## src/rtl/jtframe_rom_arb.sv

```systemverilog
// jtframe_rom_arb
//   Round-robin arbiter that shares the single SDRAM read port among N
//   game-side ROM requesters. Only one transaction is in flight at a time.
//   The controller's read data bus goes to all clients in parallel, so this
//   block only routes the ack/rdy strobes. New grants are held off while a
//   ROM download is running. A watchdog aborts a WAIT that never sees
//   data_rdy.
//
// Ports
//   clk_rom      clock
//   rst          asynchronous reset, active high
//   req[N]       per-client request level, held until that client's ack
//   addr[N*AW]   client i address at [i*AW +: AW]
//   ack[N]       one-cycle pulse: the SDRAM controller accepted the request
//   rdy[N]       one-cycle pulse: read data is valid for that client
//   downloading  ROM download in progress, blocks new grants
//   sdram_req    request to the SDRAM controller
//   sdram_addr   address latched from the granted client
//   sdram_ack    controller accepted the request
//   data_rdy     controller read data valid
//   busy         high in REQ or WAIT
//   timeout_err  one-cycle pulse when the watchdog aborts a transaction
module jtframe_rom_arb #(
    parameter int N       = 4,
    parameter int AW      = 22,
    parameter int TIMEOUT = 1023
) (
    input  logic            clk_rom,
    input  logic            rst,
    input  logic [N-1:0]    req,
    input  logic [N*AW-1:0] addr,
    output logic [N-1:0]    ack,
    output logic [N-1:0]    rdy,
    input  logic            downloading,
    output logic            sdram_req,
    output logic [AW-1:0]   sdram_addr,
    input  logic            sdram_ack,
    input  logic            data_rdy,
    output logic            busy,
    output logic            timeout_err
);

    localparam int PW = (N > 1) ? $clog2(N) : 1;

    typedef enum logic [1:0] {IDLE, REQ, WAIT} st_t;

    st_t                  st, st_nx;
    logic [PW-1:0]        gnt, gnt_nx;
    logic [PW-1:0]        ptr, ptr_nx;
    logic [9:0]           wcnt, wcnt_nx;
    logic                 sreq_nx;
    logic [AW-1:0]        saddr_nx;
    logic [N-1:0]         ack_nx, rdy_nx;
    logic                 terr_nx;

    logic [N-1:0][AW-1:0] caddr;
    logic [PW-1:0]        sel;
    logic                 found;
    logic [PW:0]          scan;

    assign caddr = addr;
    assign busy  = (st != IDLE);

    // First requester at or after ptr, wrapping modulo N. scan carries one
    // extra bit so ptr+k never overflows before the wrap subtraction.
    always_comb begin
        sel   = '0;
        found = 1'b0;
        scan  = '0;
        for (int k = 0; k < N; k++) begin
            scan = {1'b0, ptr} + (PW+1)'(k);
            if (scan >= (PW+1)'(N)) scan = scan - (PW+1)'(N);
            if (!found && req[scan[PW-1:0]]) begin
                found = 1'b1;
                sel   = scan[PW-1:0];
            end
        end
    end

    always_comb begin
        st_nx    = st;
        gnt_nx   = gnt;
        ptr_nx   = ptr;
        wcnt_nx  = wcnt;
        sreq_nx  = sdram_req;
        saddr_nx = sdram_addr;
        ack_nx   = '0;
        rdy_nx   = '0;
        terr_nx  = 1'b0;
        case (st)
            IDLE: begin
                // data_rdy is ignored here: a stray strobe after a reset or
                // an abort has no owner.
                if (!downloading && found) begin
                    st_nx    = REQ;
                    sreq_nx  = 1'b1;
                    saddr_nx = caddr[sel];
                    gnt_nx   = sel;
                    ptr_nx   = (sel == PW'(N-1)) ? '0 : sel + 1'b1;
                end
            end
            REQ: begin
                // No watchdog here: the controller may stall for refresh.
                if (sdram_ack) begin
                    sreq_nx     = 1'b0;
                    ack_nx[gnt] = 1'b1;
                    if (data_rdy) begin
                        rdy_nx[gnt] = 1'b1;
                        st_nx       = IDLE;
                    end else begin
                        st_nx   = WAIT;
                        wcnt_nx = '0;
                    end
                end
            end
            WAIT: begin
                if (data_rdy) begin
                    rdy_nx[gnt] = 1'b1;
                    st_nx       = IDLE;
                end else if (wcnt == 10'(TIMEOUT-1)) begin
                    // TIMEOUT-th WAIT cycle without data: give up silently
                    // and let the client re-arbitrate if it still wants it.
                    terr_nx = 1'b1;
                    st_nx   = IDLE;
                end else begin
                    wcnt_nx = wcnt + 1'b1;
                end
            end
            default: st_nx = IDLE;
        endcase
    end

    always_ff @(posedge clk_rom or posedge rst) begin
        if (rst) begin
            st          <= IDLE;
            gnt         <= '0;
            ptr         <= '0;
            wcnt        <= '0;
            sdram_req   <= 1'b0;
            sdram_addr  <= '0;
            ack         <= '0;
            rdy         <= '0;
            timeout_err <= 1'b0;
        end else begin
            st          <= st_nx;
            gnt         <= gnt_nx;
            ptr         <= ptr_nx;
            wcnt        <= wcnt_nx;
            sdram_req   <= sreq_nx;
            sdram_addr  <= saddr_nx;
            ack         <= ack_nx;
            rdy         <= rdy_nx;
            timeout_err <= terr_nx;
        end
    end

endmodule

```

## config.mk

```make
export PLATFORM = sky130hd
export DESIGN_NAME = jtframe_rom_arb
export DESIGN_NICKNAME = d
export VERILOG_FILES = /design/src/rtl/jtframe_rom_arb.sv
export SDC_FILE = /design/constraint.sdc
export NUM_CORES = 1
export LEC_CHECK = 0
export BUFFER_PORTS_ARGS = -buffer_cell sky130_fd_sc_hd__buf_2
export CAP_MARGIN = 15
export CORE_MARGIN = 3
export CORE_UTILIZATION = 50
export CTS_CLUSTER_SIZE = 14
export DETAILED_ROUTE_END_ITERATION = 6
export PLACE_DENSITY_LB_ADDON = 0.25
export SLEW_MARGIN = 0
export SYNTH_ARGS = -nofsm -noshare
export SYNTH_HDL_FRONTEND = slang
export SYNTH_SLANG_ARGS = --single-unit
```

## constraint.sdc

```tcl
create_clock -name clk_rom -period 3.7 [get_ports clk_rom]
set_input_delay 0.37 -clock clk_rom [delete_from_list [all_inputs] [get_ports clk_rom]]
set_output_delay 0.37 -clock clk_rom [all_outputs]
set_load 0.005 [all_outputs]
```

# After elaboration in Yosys (flattened, before gate mapping)
# Index checks and enable logic that the tools add are counted.
dict set report word_totals {
  output_inout_bits 33
  regBits 48
  inputBits 97
  wordCells 103
}
dict set report classes {
  addsub 9
  eq_ne 10
  n_lt_le_gt_ge 11
  muxes 47
  reduce_logical 17
}
# op n
set op_table {}
lappend op_table {{binary-select mux 22 bit (select 2 bit)} 1}
lappend op_table {{2-to-1 mux 10 bit} 4}
lappend op_table {{2-to-1 mux 2 bit} 14}
lappend op_table {{2-to-1 mux 22 bit} 1}
lappend op_table {{case mux 10 bit (2 select lines)} 1}
lappend op_table {{< comparator 2 x 3 -> 1 bit, second input constant} 6}
lappend op_table {{2-to-1 mux 4 bit} 4}
lappend op_table {{2-to-1 mux 1 bit} 14}
lappend op_table {{adder 10 x 1 -> 10 bit, second input constant} 1}
lappend op_table {{equality test 10 bit, second input constant} 1}
lappend op_table {{!= test 2 bit, second input constant} 5}
lappend op_table {{greater-or-equal comparator 3 bit, second input constant} 3}
lappend op_table {{binary-select mux 1 bit (select 2 bit)} 4}
lappend op_table {{case mux 4 bit (2 select lines)} 1}
lappend op_table {{subtractor 2 x 1 -> 2 bit, second input constant} 4}
lappend op_table {{adder 2 x 2 -> 3 bit, second input constant} 2}
lappend op_table {{case mux 2 bit (3 select lines)} 1}
lappend op_table {{AND reduction 3 bit} 2}
lappend op_table {{nonzero test 2 bit} 3}
lappend op_table {{logical AND 1 bit} 5}
lappend op_table {{AND reduction 5 bit} 1}
lappend op_table {{equality test 2 bit, second input constant} 2}
lappend op_table {{logical NOT 1 bit} 4}
lappend op_table {{adder 2 x 1 -> 3 bit, second input constant} 1}
lappend op_table {{9 further kinds} 9}

# Logic depth before layout (Yosys ltp)
dict set report depth {
  ltp_word 17
  ltp_mapped 8
  depth_no_buf 7
}

# Worst setup path after synthesis
# OpenSTA, ideal clock, no wires.
dict set report synth_path {
  path_type {register to register}
  from {register st[1]}
  to {register sdram_addr[0]}
  setup_time_ns 0.142
  n_path_buf 2
  t_arrival_ns 1.792
  stages_incl_launch_ff 9
  required_ns 3.558
  period_less_slack_ns 1.933
  path_slack_ns 1.767
  path_cell_list {dfrtp_1 -> inv_1 -> ha_1 -> inv_1 -> or3_1 -> buf_2 -> a21oi_1 -> clkbuf_1 -> a211oi_1}
}
dict set report synth_between {
  elab_chain_len 2
}
# element line
set synth_rtl {}
lappend synth_rtl {{start, declared} 47} ;# st_t st, st_nx;
lappend synth_rtl {{start signal, assigned} 145} ;# st <= st_nx;
lappend synth_rtl {{logical NOT 2 bit} 90} ;# case (st)
lappend synth_rtl {{AND reduction 2 bit (no line)} -}
lappend synth_rtl {{end signal, assigned} 150} ;# sdram_addr <= saddr_nx;
lappend synth_rtl {{end, declared} 36} ;# output logic [AW-1:0] sdram_addr,
# Every way passes these cells.
# A chain may end at the register's enable or synchronous reset.

# Worst setup path in the final report
dict set report layout_path {
  from {register ptr[1]}
  to {register sdram_addr[17]}
}
dict set report layout_between {
  elab_chain_len 16
  word_cells_on_any_way 41
  cone_classes {7 x add/sub; 4 x order compare; 22 x mux; 8 x reduce/logical}
}
# element line
set layout_rtl {}
lappend layout_rtl {{start, declared} 49} ;# logic [PW-1:0] ptr, ptr_nx;
lappend layout_rtl {{start signal, assigned} 147} ;# ptr <= ptr_nx;
lappend layout_rtl {{branches (longest 16 deep; another with adder 2 x 1 -> 3 bit)} -}
# Parallel ways; which one is timed is not known. The select of a mux whose other input is x is not followed.

==> results.toml <==
[logic_synthesis]
synth-edff-count = 0
syn-cell-area_mm2 = 0.00274
synth_area_per_cell_um2 = 9.51
synth_area_leaders = "dfrtp_1, mux2i_1, a221oi_1"
yosysWarnings = 0
syn_inst = 288
ys_seq_area_share_pct = 43.8
netlist.area_leader.share_pct = 43.8
synth-main-ff-cell = "dfrtp_1"
synth_xor_area_share_pct = 2.56
synth_nets = 390
yosysUniqueCellTypes = 41
synthMuxAreaShare_pct = 9.54
synthSimpleGateAreaFrac_pct = 19.4
synth_common_cells = "dfrtp_1, nor2_1, mux2i_1"
synth_top_family_by_area = "simple AND/OR/NAND/NOR gates"
ys_ff_latch = 48
synth-compound-area-share_pct = 17.7
async_flop_share_pct = 100
synthAdderAreaFrac_pct = 2.28
yosysMostFrequentCell = "dfrtp_1"
synth_area_leader_cell = "dfrtp_1"

[floorplanning]
core_mm2 = 0.00520
initial_utilization_pct = 52.6
dieWidth_um = 80.0
io_pins = 130
rows = 26
die_h_um = 80.0
die_area_mm2 = 0.00640

[hold_path]
hold_path.class = "input port to async pin"

[global_routing]
grt_pass1_vias = 2580
grt_pass1_wl_um = 11700
antenna_found_initial = 0
grt-ovfl-total = 0
grt_max_degree = 49
track_usage_pct = 23.2

[clock_tree]
cts_setup_buffers = 0
cts_resized = 0
insertion_delay_ns = 0.30
cts_buffers = 5
cts_tree = "yes"
h-tree-depth = 2
cts_buffer_depth = 2
cts_sinks = 48
cts.clk_slew.worst_paths_ns = 0.09
root_buffer = "clkbuf_8"
cts_hold_buf = 0

[timing]
fin_tns_setup_ns = 0
fin_skew_ns = 0.00553
hold_violations = 0
timing.hold.ws_ns = 0.296
drv_slew = 0
max_clock_freq_mhz = 404
worst_pin_slew_ns = 1.06
finalCritPeriodShare_pct = 66.9
rsz0062_at_grt = "no"
timing.slew.headroom_pct = 29.1
fin_crit_ns = 2.48
finalSetupViolCount = 0

[worst_setup_path]
path_class = "flop to flop"
worstSetupEndpoint = "sdram_addr[17]$_DFFE_PP0P_"
end_kind = "flop"
worstPathRequired_ns = 3.87
critical_path.startpoint_type = "flop"
arrival_ns = 2.65
crit_start = "ptr[1]$_DFFE_PP0P_"
timing.rr.start = "ptr[1]$_DFFE_PP0P_"
r2r_cells = 6
worstReg2RegEnd = "sdram_addr[17]$_DFFE_PP0P_"
path_max_fanout = 47
r2r_slack_ns = 1.22

[final_layout]
drive_above_1_share_pct = 35.9
diodes = 0
fin_nets = 513
synthToLayoutAreaGrowth_pct = 28.0
utilization_pct = 67.4

[drt]
vias_per_cell = 5.47
dr.pass1.iters = 5
routedWlPerCell_um = 14.8
drc = 0
antenna_left = 0
wl_um = 7120
drtIter0Drc = 134
num_vias = 2636

[power]
p_per_area_mw_per_mm2 = 584
peakVddDrop_mv = 0.319
power_leakage_nw = 1.77

[placed_design]
dpl.hpwl_um = 5330
port-buffer-count = 129
place.gp.congestion = 0.832

[run_status]
status = "complete, no violations"

[job]
drv_cap = 0
-- sequential cells by signal, indices dropped and copies added (netlist names) --
name         cells
ack              4
st               2
sdram_req        1
sdram_addr      22
rdy              4
ptr              2
timeout_err      1
gnt              2
wcnt            10
-- critical path, cell delays in order (launching register included) --
cell      delay, ns
dfrtp_1        0.44
nand3b_1       0.11
buf_4          0.22
inv_2          0.05
or3_2          0.92
a221oi_1       0.49
a211oi_1       0.10
-- cell families (layout without fill, tap and decap cells) --
group           after synthesis  in the layout
buf+inv                      28            152
mux                          26             26
xor+xnor                      8              8
fa+ha+maj                     5              5
flops                        48             48
simple gates                109            109
compound gates               64             64
-- stage by stage --
stage          setup WS [ns]  instance area [um2]  total power, mW  instances
6_report                1.22                 3510             2.05        482
5_1_grt                 1.07                 3510             2.22        482
4_1_cts                 1.19                 3510             2.07        482
3_5_place_dp            1.14                 3420             1.76        474
3_3_place_gp            1.25                 3420             1.73        474
2_1_floorplan           1.77                 2740             1.42        288
-- cells in the final DEF (no fill, tap or decap), types with 2 or more instances in the layout --
| cell | instances |
|---|---|
| nor2b_1 | 2 |
| buf_4 | 4 |
| mux2i_1 | 25 |
| nor2_1 | 41 |
| o21ai_0 | 8 |
| nor3_1 | 4 |
| clkbuf_8 | 5 |
| inv_1 | 9 |
| nand2b_1 | 4 |
| a221oi_1 | 21 |
| nand3_1 | 6 |
| xor2_1 | 7 |
| nand2_1 | 18 |
| ha_1 | 5 |
| clkinv_2 | 2 |
| o21bai_1 | 2 |
| and3_1 | 2 |
| a211oi_1 | 21 |
| a21oi_1 | 2 |
| inv_2 | 2 |
| a31oi_1 | 2 |
| nand4_1 | 3 |
| buf_2 | 129 |
| dfrtp_1 | 48 |
| and2_1 | 22 |
-- area by class of cell --
class                      instances  area, um2
tap                               70       87.6
timing repair buffer             133        676
fill                             436       1700
clock inverter                     3       18.8
multi-input combinational        212       1420
sequential                        48       1200
clock buffer                       5       68.8
inverter                          11       41.3
-- metal layers --
metal  part of all wire [%]  wire, um  GRT usage [%]
met5                      0         0              0
met2                     52      3670           40.3
met3                    7.6       542           6.09
met1                     39      2780           27.9
met4                    1.7       122           6.76
-- worst min path at each step --
| stage | from | end | slack, ns | cells after the start |
|---|---|---|---|---|
| floorplan | wcnt[2]$_DFFE_PP0P_ | wcnt[2]$_DFFE_PP0P_ | 0.48 | 1 |
| global placement | sdram_req$_DFFE_PP0P_ | sdram_req$_DFFE_PP0P_ | 0.48 | 2 |
| detailed placement | sdram_req$_DFFE_PP0P_ | sdram_req$_DFFE_PP0P_ | 0.49 | 2 |
| CTS | data_rdy | timeout_err$_DFF_PP0_ | 0.32 | 2 |
| global route | data_rdy | timeout_err$_DFF_PP0_ | 0.33 | 2 |
| finish | rst | sdram_addr[12]$_DFFE_PP0P_ | 0.30 | 2 |
-- power breakdown --
group          internal, mW  switching, mW
Combinational         0.413          0.517
Sequential            0.699          0.109
Clock                 0.132          0.179
Total                  1.24          0.805
No activity file was read; power rests on OpenSTA's default activity.
